## config.mk

```make
export PLATFORM = sky130hd
export DESIGN_NAME = instruction_fetch
export DESIGN_NICKNAME = d
export VERILOG_FILES = /design/src/rtl/instruction_fetch_pkg.sv /design/src/rtl/instruction_fetch_program_counter.sv /design/src/rtl/instruction_fetch.sv
export SDC_FILE = /design/constraint.sdc
export NUM_CORES = 1
export LEC_CHECK = 0
export CAP_MARGIN = 10
export CORE_MARGIN = 1.5
export CORE_UTILIZATION = 31
export CTS_CLUSTER_DIAMETER = 200
export DETAILED_ROUTE_END_ITERATION = 10
export SYNTH_ARGS = -nofsm -noshare
export SYNTH_HDL_FRONTEND = slang
export SYNTH_SLANG_ARGS = --single-unit
```

## constraint.sdc

```tcl
create_clock -name i_clk -period 2.1 [get_ports i_clk]
set_clock_uncertainty 0.2 [all_clocks]
set_input_delay 0.525 -clock i_clk [delete_from_list [all_inputs] [get_ports i_clk]]
set_output_delay 0.525 -clock i_clk [all_outputs]
set_load 0.01 [all_outputs]
```

## src/rtl/instruction_fetch_pkg.sv

```systemverilog
// Shared fetch-stage types: FSM state encoding and the NOP word
// that the decoder sees between instructions.
package instruction_fetch_pkg;

  typedef enum logic [1:0] {
    FS_IDLE,
    FS_FETCH,
    FS_ISSUE,
    FS_HALT
  } fetch_state_t;

  localparam logic [15:0] NOP_INSTRUCTION = 16'h0000;

endpackage

```

## src/rtl/instruction_fetch_program_counter.sv

```systemverilog
// Program counter register: loads a jump target or increments,
// wrapping modulo 2^PC_WIDTH.
module program_counter #(
  parameter int                  PC_WIDTH = 8,
  parameter logic [PC_WIDTH-1:0] RESET_PC = '0
) (
  input  logic                i_clk,
  input  logic                i_rst_n,
  input  logic                load_en,
  input  logic                inc_en,
  input  logic [PC_WIDTH-1:0] load_value,
  output logic [PC_WIDTH-1:0] pc
);

  always_ff @(posedge i_clk or negedge i_rst_n) begin
    if (!i_rst_n) begin
      pc <= RESET_PC;
    end else if (load_en) begin
      pc <= load_value;
    end else if (inc_en) begin
      pc <= pc + PC_WIDTH'(1);
    end
  end

endmodule

```

## src/rtl/instruction_fetch.sv

```systemverilog
// Fetch stage: requests words from program memory and holds each one
// for the decoder until it is consumed (i_stall low on a clock edge).
//
// Handshakes: memory read completes on an edge where o_pm_req=1 and i_pm_ready=1;
// the presented word is consumed on an edge where o_instr_valid=1 and i_stall=0.
module instruction_fetch
  import instruction_fetch_pkg::*;
#(
  parameter int                  PC_WIDTH    = 8,
  parameter int                  INSTR_WIDTH = 16,
  parameter logic [PC_WIDTH-1:0] RESET_PC    = '0,
  parameter logic [PC_WIDTH-1:0] HALT_ADDR   = '1
) (
  input  logic                   i_clk,
  input  logic                   i_rst_n,
  input  logic                   i_run,
  input  logic                   i_stall,
  input  logic                   i_jump_en,
  input  logic [PC_WIDTH-1:0]    i_jump_addr,
  output logic                   o_pm_req,
  output logic [PC_WIDTH-1:0]    o_pm_addr,
  input  logic                   i_pm_ready,
  input  logic [INSTR_WIDTH-1:0] i_pm_data,
  output logic [INSTR_WIDTH-1:0] o_instruction,
  output logic                   o_instr_valid,
  output logic [PC_WIDTH-1:0]    o_pc,
  output logic                   o_halted,
  output fetch_state_t           o_state
);

  fetch_state_t          state;
  logic [PC_WIDTH-1:0]   pc;
  logic                  consume;
  logic                  load_en;
  logic                  inc_en;

  // Jump is only honoured on the consume edge; a stalled ISSUE ignores it.
  assign consume = (state == FS_ISSUE) && !i_stall;
  assign load_en = consume && i_jump_en;
  assign inc_en  = consume && !i_jump_en;

  program_counter #(
    .PC_WIDTH (PC_WIDTH),
    .RESET_PC (RESET_PC)
  ) u_pc (
    .i_clk      (i_clk),
    .i_rst_n    (i_rst_n),
    .load_en    (load_en),
    .inc_en     (inc_en),
    .load_value (i_jump_addr),
    .pc         (pc)
  );

  always_ff @(posedge i_clk or negedge i_rst_n) begin
    if (!i_rst_n) begin
      state         <= FS_IDLE;
      o_instruction <= INSTR_WIDTH'(NOP_INSTRUCTION);
      o_instr_valid <= 1'b0;
      o_pc          <= RESET_PC;
    end else begin
      case (state)
        FS_IDLE: begin
          if (i_run) state <= FS_FETCH;
        end
        FS_FETCH: begin
          // i_run is not looked at here: an issued request always completes.
          if (i_pm_ready) begin
            o_instruction <= i_pm_data;
            o_pc          <= pc;
            o_instr_valid <= 1'b1;
            state         <= FS_ISSUE;
          end
        end
        FS_ISSUE: begin
          if (!i_stall) begin
            o_instr_valid <= 1'b0;
            o_instruction <= INSTR_WIDTH'(NOP_INSTRUCTION);
            if (o_pc == HALT_ADDR) state <= FS_HALT;
            else if (i_run)        state <= FS_FETCH;
            else                   state <= FS_IDLE;
          end
        end
        FS_HALT: begin
          state <= FS_HALT;
        end
        default: begin
          state <= FS_IDLE;
        end
      endcase
    end
  end

  assign o_pm_req  = (state == FS_FETCH);
  assign o_pm_addr = pc;
  assign o_halted  = (state == FS_HALT);
  assign o_state   = state;

endmodule
```

==> flow_metrics.env, run 1 <==
export IMPL_outcome="completed"
export IMPL_largest_net_degree_at_the_start_of_global_routing=36
export IMPL_critical_path_arrival_ps=1330
export IMPL_design_portCount=67
export IMPL_dieArea_um2=5430
export IMPL_synth_async_sr_flop_share_pct=100
export IMPL_antenna_violating_nets_post_route=0
export IMPL_global_route_peak_usage_layer="met2"
export IMPL_stdcell_area_um2=2440
export IMPL_io_buffer_count=66
export IMPL_use_met1_pct=18.8
export IMPL_die_y_um=73.7
export IMPL_synth_warning_count=0
export IMPL_post_cts_setup_buffers=0
export IMPL_path_class="reg2out"
export IMPL_synth_enable_flop_cells=0
export IMPL_slew_limit_headroom_pct=71.5
export IMPL_cap_violations=0
export IMPL_start_util_pct=32.6
export IMPL_gp_congestion=0.756
export IMPL_syn_to_final_growth_pct=57.4
export IMPL_worst_slew_pin_slew_ps=428
export IMPL_crit_slowest_cell="clkdlybuf4s50_1"
export IMPL_clock_sinks=35
export IMPL_num_nets_final=235
export IMPL_dp_hpwl_um=2970
export IMPL_htree_num_levels=2
export IMPL_width_of_the_chip_um=73.7
export IMPL_cpLargestDelayFamily="buffers and inverters"
export IMPL_worstPathCellList="clkdlybuf4s50_1"
export IMPL_worst_setup_path_start_kind="register"
export IMPL_time_the_final_worst_path_needs_with_i_o_delays_and_setup_ps=2050
export IMPL_globalRouteTotalUtil_pct=14.7
export IMPL_post_synth_net_total=157
export IMPL_synth_main_ff_cell="dfrtp_1"
export IMPL_synthTopCellsByArea="dfrtp_1 57%, a22o_1 6.2%, mux2_2 5.1%"
export IMPL_synth_sequential_area_ratio_pct=56.5
export IMPL_crit_path_max_incr_delay_ps=580
export IMPL_hold_path_class="reg2reg"
export IMPL_drcViolationCount=0
export IMPL_worst_path_max_fanout=7
export IMPL_synth_top_cell_by_area="dfrtp_1"
export IMPL_timing_fmax_ghz=0.487
export IMPL_synthesized_flop_and_latch_total=35
export IMPL_detail_route_iter0_violations=39
export IMPL_dr_pass1_iters=4
export IMPL_rsz0062_at_grt="no"
export IMPL_synth_top_area_share_pct=56.5
export IMPL_clock_root_cell="clkbuf_8"
export IMPL_netlist_cell_type_count=31
export IMPL_diodes=0
export IMPL_power_per_cell_area_nw_per_um2=1330
export IMPL_grt_met3_usage_pct=3.29
export IMPL_grt_pass1_vias=1298
export IMPL_grt_first_pass_wirelength_um=6070
export IMPL_design_core_area_um2=4750
export IMPL_final_fill_count=428
export IMPL_post_synth_inst_count=126
export IMPL_placementRows=25
export IMPL_groute_layer_met2_usage_pct=24.2
export IMPL_final_report_setup_violation_count=0
export IMPL_timing_critical_path_required_ps=1370
export IMPL_cts_clk_slew_worst_paths_ps=80
export IMPL_final_util_pct=51.3
export IMPL_number_of_antenna_violations_at_the_first_check_in_global_routing=0
export IMPL_irDropWorstVdd_v=0.000474
export IMPL_worstPathBufferInverterCount=1
export IMPL_tritoncts="yes"
export IMPL_ctsLongestPathBuffers=2
export IMPL_global_route_overflow_total=0
export IMPL_layout_drive_gt1_share_pct=20.0
export IMPL_avgViaCountPerCell=4.86
export IMPL_route_vias_total=1321
export IMPL_avgSynthCellArea_um2=12.3
export IMPL_cts_buffers=5
export IMPL_detail_route_wl_per_cell_um=14.6
export IMPL_clkLatencyLatePin_ps=280
export IMPL_power_leakage_nw=1.05
export IMPL_detailed_place_area_um2=2340
export IMPL_synth_cell_area_um2=1550
export IMPL_fin_crit_sh_pct=97.8
export IMPL_route_final_wire_length_um=3970
export IMPL_slew_violations=0
export IMPL_fin_worst_hold_slack_ps=299
export IMPL_hold_viol_final=0
export IMPL_endpoint_kind="output pin"
-- layer usage --
metal  vias up  wire, um
met3         4       177
met2        44      1990
met1       648      1750
met5         -         0
li1        625         -
met4         0        50
-- final cells by class --
type | count | area [um2] | share of cell area, %
Timing Repair Buffer | 78 | 773 | 31.7
Inverter | 1 | 3.75 | 0.154
Multi-Input combinational cell | 83 | 604 | 24.8
Sequential cell | 35 | 880 | 36.1
Tap cell | 67 | 83.8 | 3.44
Clock buffer | 5 | 68.8 | 2.82
Clock inverter | 3 | 23.8 | 0.975
-- cell usage in the layout, fill, tap and decap left out, types with 2 or more instances in the layout --
cell type / count
buf_12: 2
nand3_1: 5
and3_1: 2
nand4_1: 3
buf_4: 10
mux2_2: 7
clkbuf_8: 5
nand2_1: 5
o22ai_1: 6
dfrtp_2: 3
dfrtp_1: 32
o21ai_0: 4
a22o_2: 6
a22o_1: 11
a21oi_1: 9
clkinvlp_4: 2
dlygate4sd2_1: 2
nor2_1: 9
mux2i_1: 2
clkdlybuf4s50_1: 64
-- synth_stat cells, types with 2 or more instances --
cell type and instances:
nand4_1 3, mux2i_1 2, dfrtp_1 35, nand2_1 5, o21ai_0 4, a22o_1 11
and3_1 2, nor2_1 9, a21oi_1 9, buf_6 5, nand3_1 5, a22o_2 6
mux2_2 7, o22ai_1 6
-- final timing paths --
kind,from,to,slack (ps),cells after the start
setup / recovery,u_pc.pc[0],o_pm_addr[0],50,1
hold / removal,o_instr_valid,o_instr_valid,300,1
setup reg to reg,o_state[1],u_pc.pc[2],380,6
hold reg to reg,o_instr_valid,o_instr_valid,300,1
max in group asynchronous,i_rst_n,u_pc.pc[3],930,2
min in group asynchronous,i_rst_n,o_state[0],440,2
-- sequential cells by signal, indices dropped and copies added, names as in the netlist --
register       cells
o_instruction     16
o_pc               8
u_pc.pc            8
o_state            2
o_instr_valid      1
-- cells by family after synthesis --
group / after synthesis / synth area share [%]
flops: 35 / 56.5
simple gates: 32 / 12.2
compound gates: 40 / 18.9
mux: 10 / 7.11
buf+inv: 8 / 4.44
fa+ha+maj: 1 / 0.808
-- timing repair --
item	in CTS	in global routing
endpoints found under the setup margin	3	2
hold buffers	0	0
resized for setup	3	2
-- metrics by stage --
stage	worst slack (ps)	TNS (ps)	power (mW)	instances
2_1_floorplan	369	0	1.93	126
6_report	46.4	0	3.25	272
3_3_place_gp	-8.15	-8.15	2.75	264
4_1_cts	28.0	0	3.28	272
3_5_place_dp	-26.5	-63.3	2.79	264
5_1_grt	5.06	0	3.46	272
-- power breakdown --
group / internal [mW] / leakage, nW / switching, mW / total [mW]
Combinational: 0.946 / 0.566 / 0.614 / 1.56
Sequential: 0.945 / 0.444 / 0.257 / 1.20
Clock: 0.237 / 0.0408 / 0.254 / 0.491
Total: 2.13 / 1.05 / 1.13 / 3.25
Note: power is estimated with default switching activity, not from simulation.
==> inputs of run 2 (changes only) <==
--- a/config.mk
+++ b/config.mk
@@ -6,10 +6,12 @@
 export NUM_CORES = 1
 export LEC_CHECK = 0
 export CAP_MARGIN = 10
+export CORE_ASPECT_RATIO = 0.7
 export CORE_MARGIN = 1.5
 export CORE_UTILIZATION = 31
 export CTS_CLUSTER_DIAMETER = 200
 export DETAILED_ROUTE_END_ITERATION = 10
+export RECOVER_POWER = 25
 export SYNTH_ARGS = -nofsm -noshare
 export SYNTH_HDL_FRONTEND = slang
 export SYNTH_SLANG_ARGS = --single-unit
==> run 2 against run 1 <==
  * Global-route usage rose by 1.1 points
  * Critical path depth did not move
  * Clock-buffer cell count rose by 1
  * Setup slack improved by 37 ps
  * Sequential share of layout area fell by 0.27 points
  * Combinational power barely moved
  * Power rose by 4.7%
  * Core utilization rose by 0.31 points
  * Final cell count rose by 0.37%
  * Design area rose by 1.2%
  * Register-to-register slack improved by 80 ps
  * Highest routed layer unchanged
==> flow_metrics.env, run 2 (synthesis gave the netlist of run 1 again) <==
export IMPL_dr_pass1_iters=4
export IMPL_power_leakage_nw=1.07
export IMPL_instances_no_fill=273
export IMPL_dp_hpwl_um=2780
export IMPL_gp_congestion=0.811
export IMPL_global_route_overflow_total=0
export IMPL_crit_slowest_cell="clkdlybuf4s50_1"
export IMPL_final_report_setup_violation_count=0
export IMPL_cts_hold_buf=0
export IMPL_endpoint_kind="output pin"
export IMPL_layout_drive_gt1_share_pct=21.1
export IMPL_dieArea_um2=5440
export IMPL_clock_root_cell="clkbuf_8"
export IMPL_num_nets_final=234
export IMPL_syn_to_final_growth_pct=59.2
export IMPL_outcome="completed"
export IMPL_power_per_cell_area_nw_per_um2=1380
export IMPL_timing_rr_end="u_pc.pc[3]"
export IMPL_cts_clk_slew_worst_paths_ps=70
export IMPL_htree_num_levels=2
export IMPL_r2r_slack_ps=460
export IMPL_timing_critical_path_from="u_pc.pc[3]"
export IMPL_layout_cells_most_common_list="63 x clkdlybuf4s50_1, 29 x dfrtp_1, 11 x a22o_1"
export IMPL_worst_slew_pin_slew_ps=846
export IMPL_timing_critical_path_required_ps=1370
export IMPL_globalRouteTotalUtil_pct=15.9
export IMPL_antenna_violating_nets_post_route=0
export IMPL_irDropWorstVdd_v=0.000532
export IMPL_largest_net_degree_at_the_start_of_global_routing=36
export IMPL_rsz0062_at_grt="no"
export IMPL_worstPathBufferInverterCount=1
export IMPL_flip_flop_count_of_the_largest_register_after_layout=16
export IMPL_final_setup_tns_ps=0
export IMPL_clock_sinks=35
export IMPL_final_util_pct=51.6
export IMPL_cap_violations=0
export IMPL_fin_crit_sh_pct=96.0
export IMPL_critical_path_arrival_ps=1290
export IMPL_drt_met1_wl_um=1820
export IMPL_maxUsedRoutingLayer="met4"
export IMPL_crit_path_max_incr_delay_ps=580
export IMPL_cts_buffers=5
export IMPL_grt_pass1_vias=1327
export IMPL_grt_first_pass_wirelength_um=6700
export IMPL_io_buffer_count=66
export IMPL_design_core_area_um2=4780
export IMPL_width_of_the_chip_um=87.5
export IMPL_ctsLongestPathBuffers=2
export IMPL_route_vias_total=1288
export IMPL_worst_path_max_fanout=7
export IMPL_min_delay_path_depth=1
export IMPL_met3RoutedLength_um=252
export IMPL_crit_end="o_pm_addr[3]"
export IMPL_worstPathCellList="clkdlybuf4s50_1"
export IMPL_timing_fmax_ghz=0.496
export IMPL_diodes=0
export IMPL_met2_wirelength_um=1700
export IMPL_worstSetupPathDepth=1
export IMPL_tritoncts="yes"
export IMPL_path_class="reg2out"
export IMPL_detail_route_iter0_violations=48
export IMPL_reg2regPathDepth=6
export IMPL_avgViaCountPerCell=4.72
export IMPL_max_flop_register="o_instruction"
export IMPL_route_final_wire_length_um=3830
export IMPL_placementRows=21
export IMPL_die_y_um=62.1
export IMPL_top_regs="o_instruction x16, o_pc x8, u_pc.pc x8"
export IMPL_total_power_mw=3.41
export IMPL_layout_cells_most_common="clkdlybuf4s50_1"
export IMPL_hold_viol_final=0
export IMPL_start_util_pct=32.4
export IMPL_rr_startpoint="o_state[0]"
export IMPL_clkLatencyLatePin_ps=290
export IMPL_worst_setup_path_start_kind="register"
export IMPL_slew_violations=0
export IMPL_drcViolationCount=0
export IMPL_detail_route_wl_per_cell_um=14.0
export IMPL_number_of_antenna_violations_at_the_first_check_in_global_routing=0
export IMPL_place_inst=264
export IMPL_design_portCount=67
export IMPL_time_the_final_worst_path_needs_with_i_o_delays_and_setup_ps=2020
export IMPL_cpLargestDelayFamily="buffers and inverters"
export IMPL_hold_path_class="reg2reg"
export IMPL_slew_limit_headroom_pct=43.6
-- run 2: changes by cell type in the layout (fill, tap and decap cells not counted), sizes merged --
cell and delta:
buf -2, bufinv +1, clkbuf +2, clkdlybuf4s50 -1
clkinvlp -2, dlygate4sd2 -1, dlygate4sd3 +1, dlymetal6s2s +1
-- run 2: stage by stage --
stage                     worst slack, ps  hold WS [ps]  instance area (um2)
after floorplan                       369          29.4                 1550
after global placement               15.5           264                 2330
after detailed placement            -9.11           276                 2330
after CTS                            9.66           294                 2460
after global routing                 8.37           307                 2470
final                                83.8           285                 2470
-- run 2: layer usage --
| layer | vias up | track usage [%] |
|---|---|---|
| met2 | 43 | 24.2 |
| met1 | 616 | 21.8 |
| met5 | - | 0 |
| met4 | 0 | 4.76 |
| met3 | 5 | 4.52 |
| li1 | 624 | - |
-- run 2: final cells by class --
type                    count  area [um2]
fillers                   429        2320
flip-flops and latches     35         883
repair buffers             77         767
multi-input cells          83         604
well taps                  69        86.3
clock buffers               6        82.6
clock inverters             2        38.8
inverters                   1        3.75
-- run 2: repair_timing --
action / in CTS / in global routing
resized for setup: 2 / 6
setup endpoints to repair: 3 / 6
buffers inserted: 1 / 0
pin swaps: 0 / 0
-- run 2: how the worst min path moves through the flow --
stage / start / endpoint / slack (ps)
after floorplan: i_rst_n / o_instr_valid / 30
after global placement: o_instr_valid / o_instr_valid / 260
after detailed placement: o_instr_valid / o_instr_valid / 280
after CTS: o_instr_valid / o_instr_valid / 290
after global routing: o_instr_valid / o_instr_valid / 310
final: o_instr_valid / o_instr_valid / 290
-- run 2: power by group --
part / internal [mW] / switching [mW] / total (mW)
logic: 0.956 / 0.607 / 1.56
clock network: 0.390 / 0.249 / 0.640
registers: 0.951 / 0.254 / 1.20
==> inputs of run 3 (changes only) <==
--- a/config.mk
+++ b/config.mk
@@ -5,12 +5,12 @@
 export SDC_FILE = /design/constraint.sdc
 export NUM_CORES = 1
 export LEC_CHECK = 0
-export CAP_MARGIN = 10
 export CORE_ASPECT_RATIO = 0.7
 export CORE_MARGIN = 1.5
 export CORE_UTILIZATION = 31
 export CTS_CLUSTER_DIAMETER = 200
 export DETAILED_ROUTE_END_ITERATION = 10
+export GPL_ROUTABILITY_DRIVEN = 0
 export RECOVER_POWER = 25
 export SYNTH_ARGS = -nofsm -noshare
 export SYNTH_HDL_FRONTEND = slang
==> results of run 3 <==
Same layout as run 2: the final DEF is identical, and so are final timing and power.
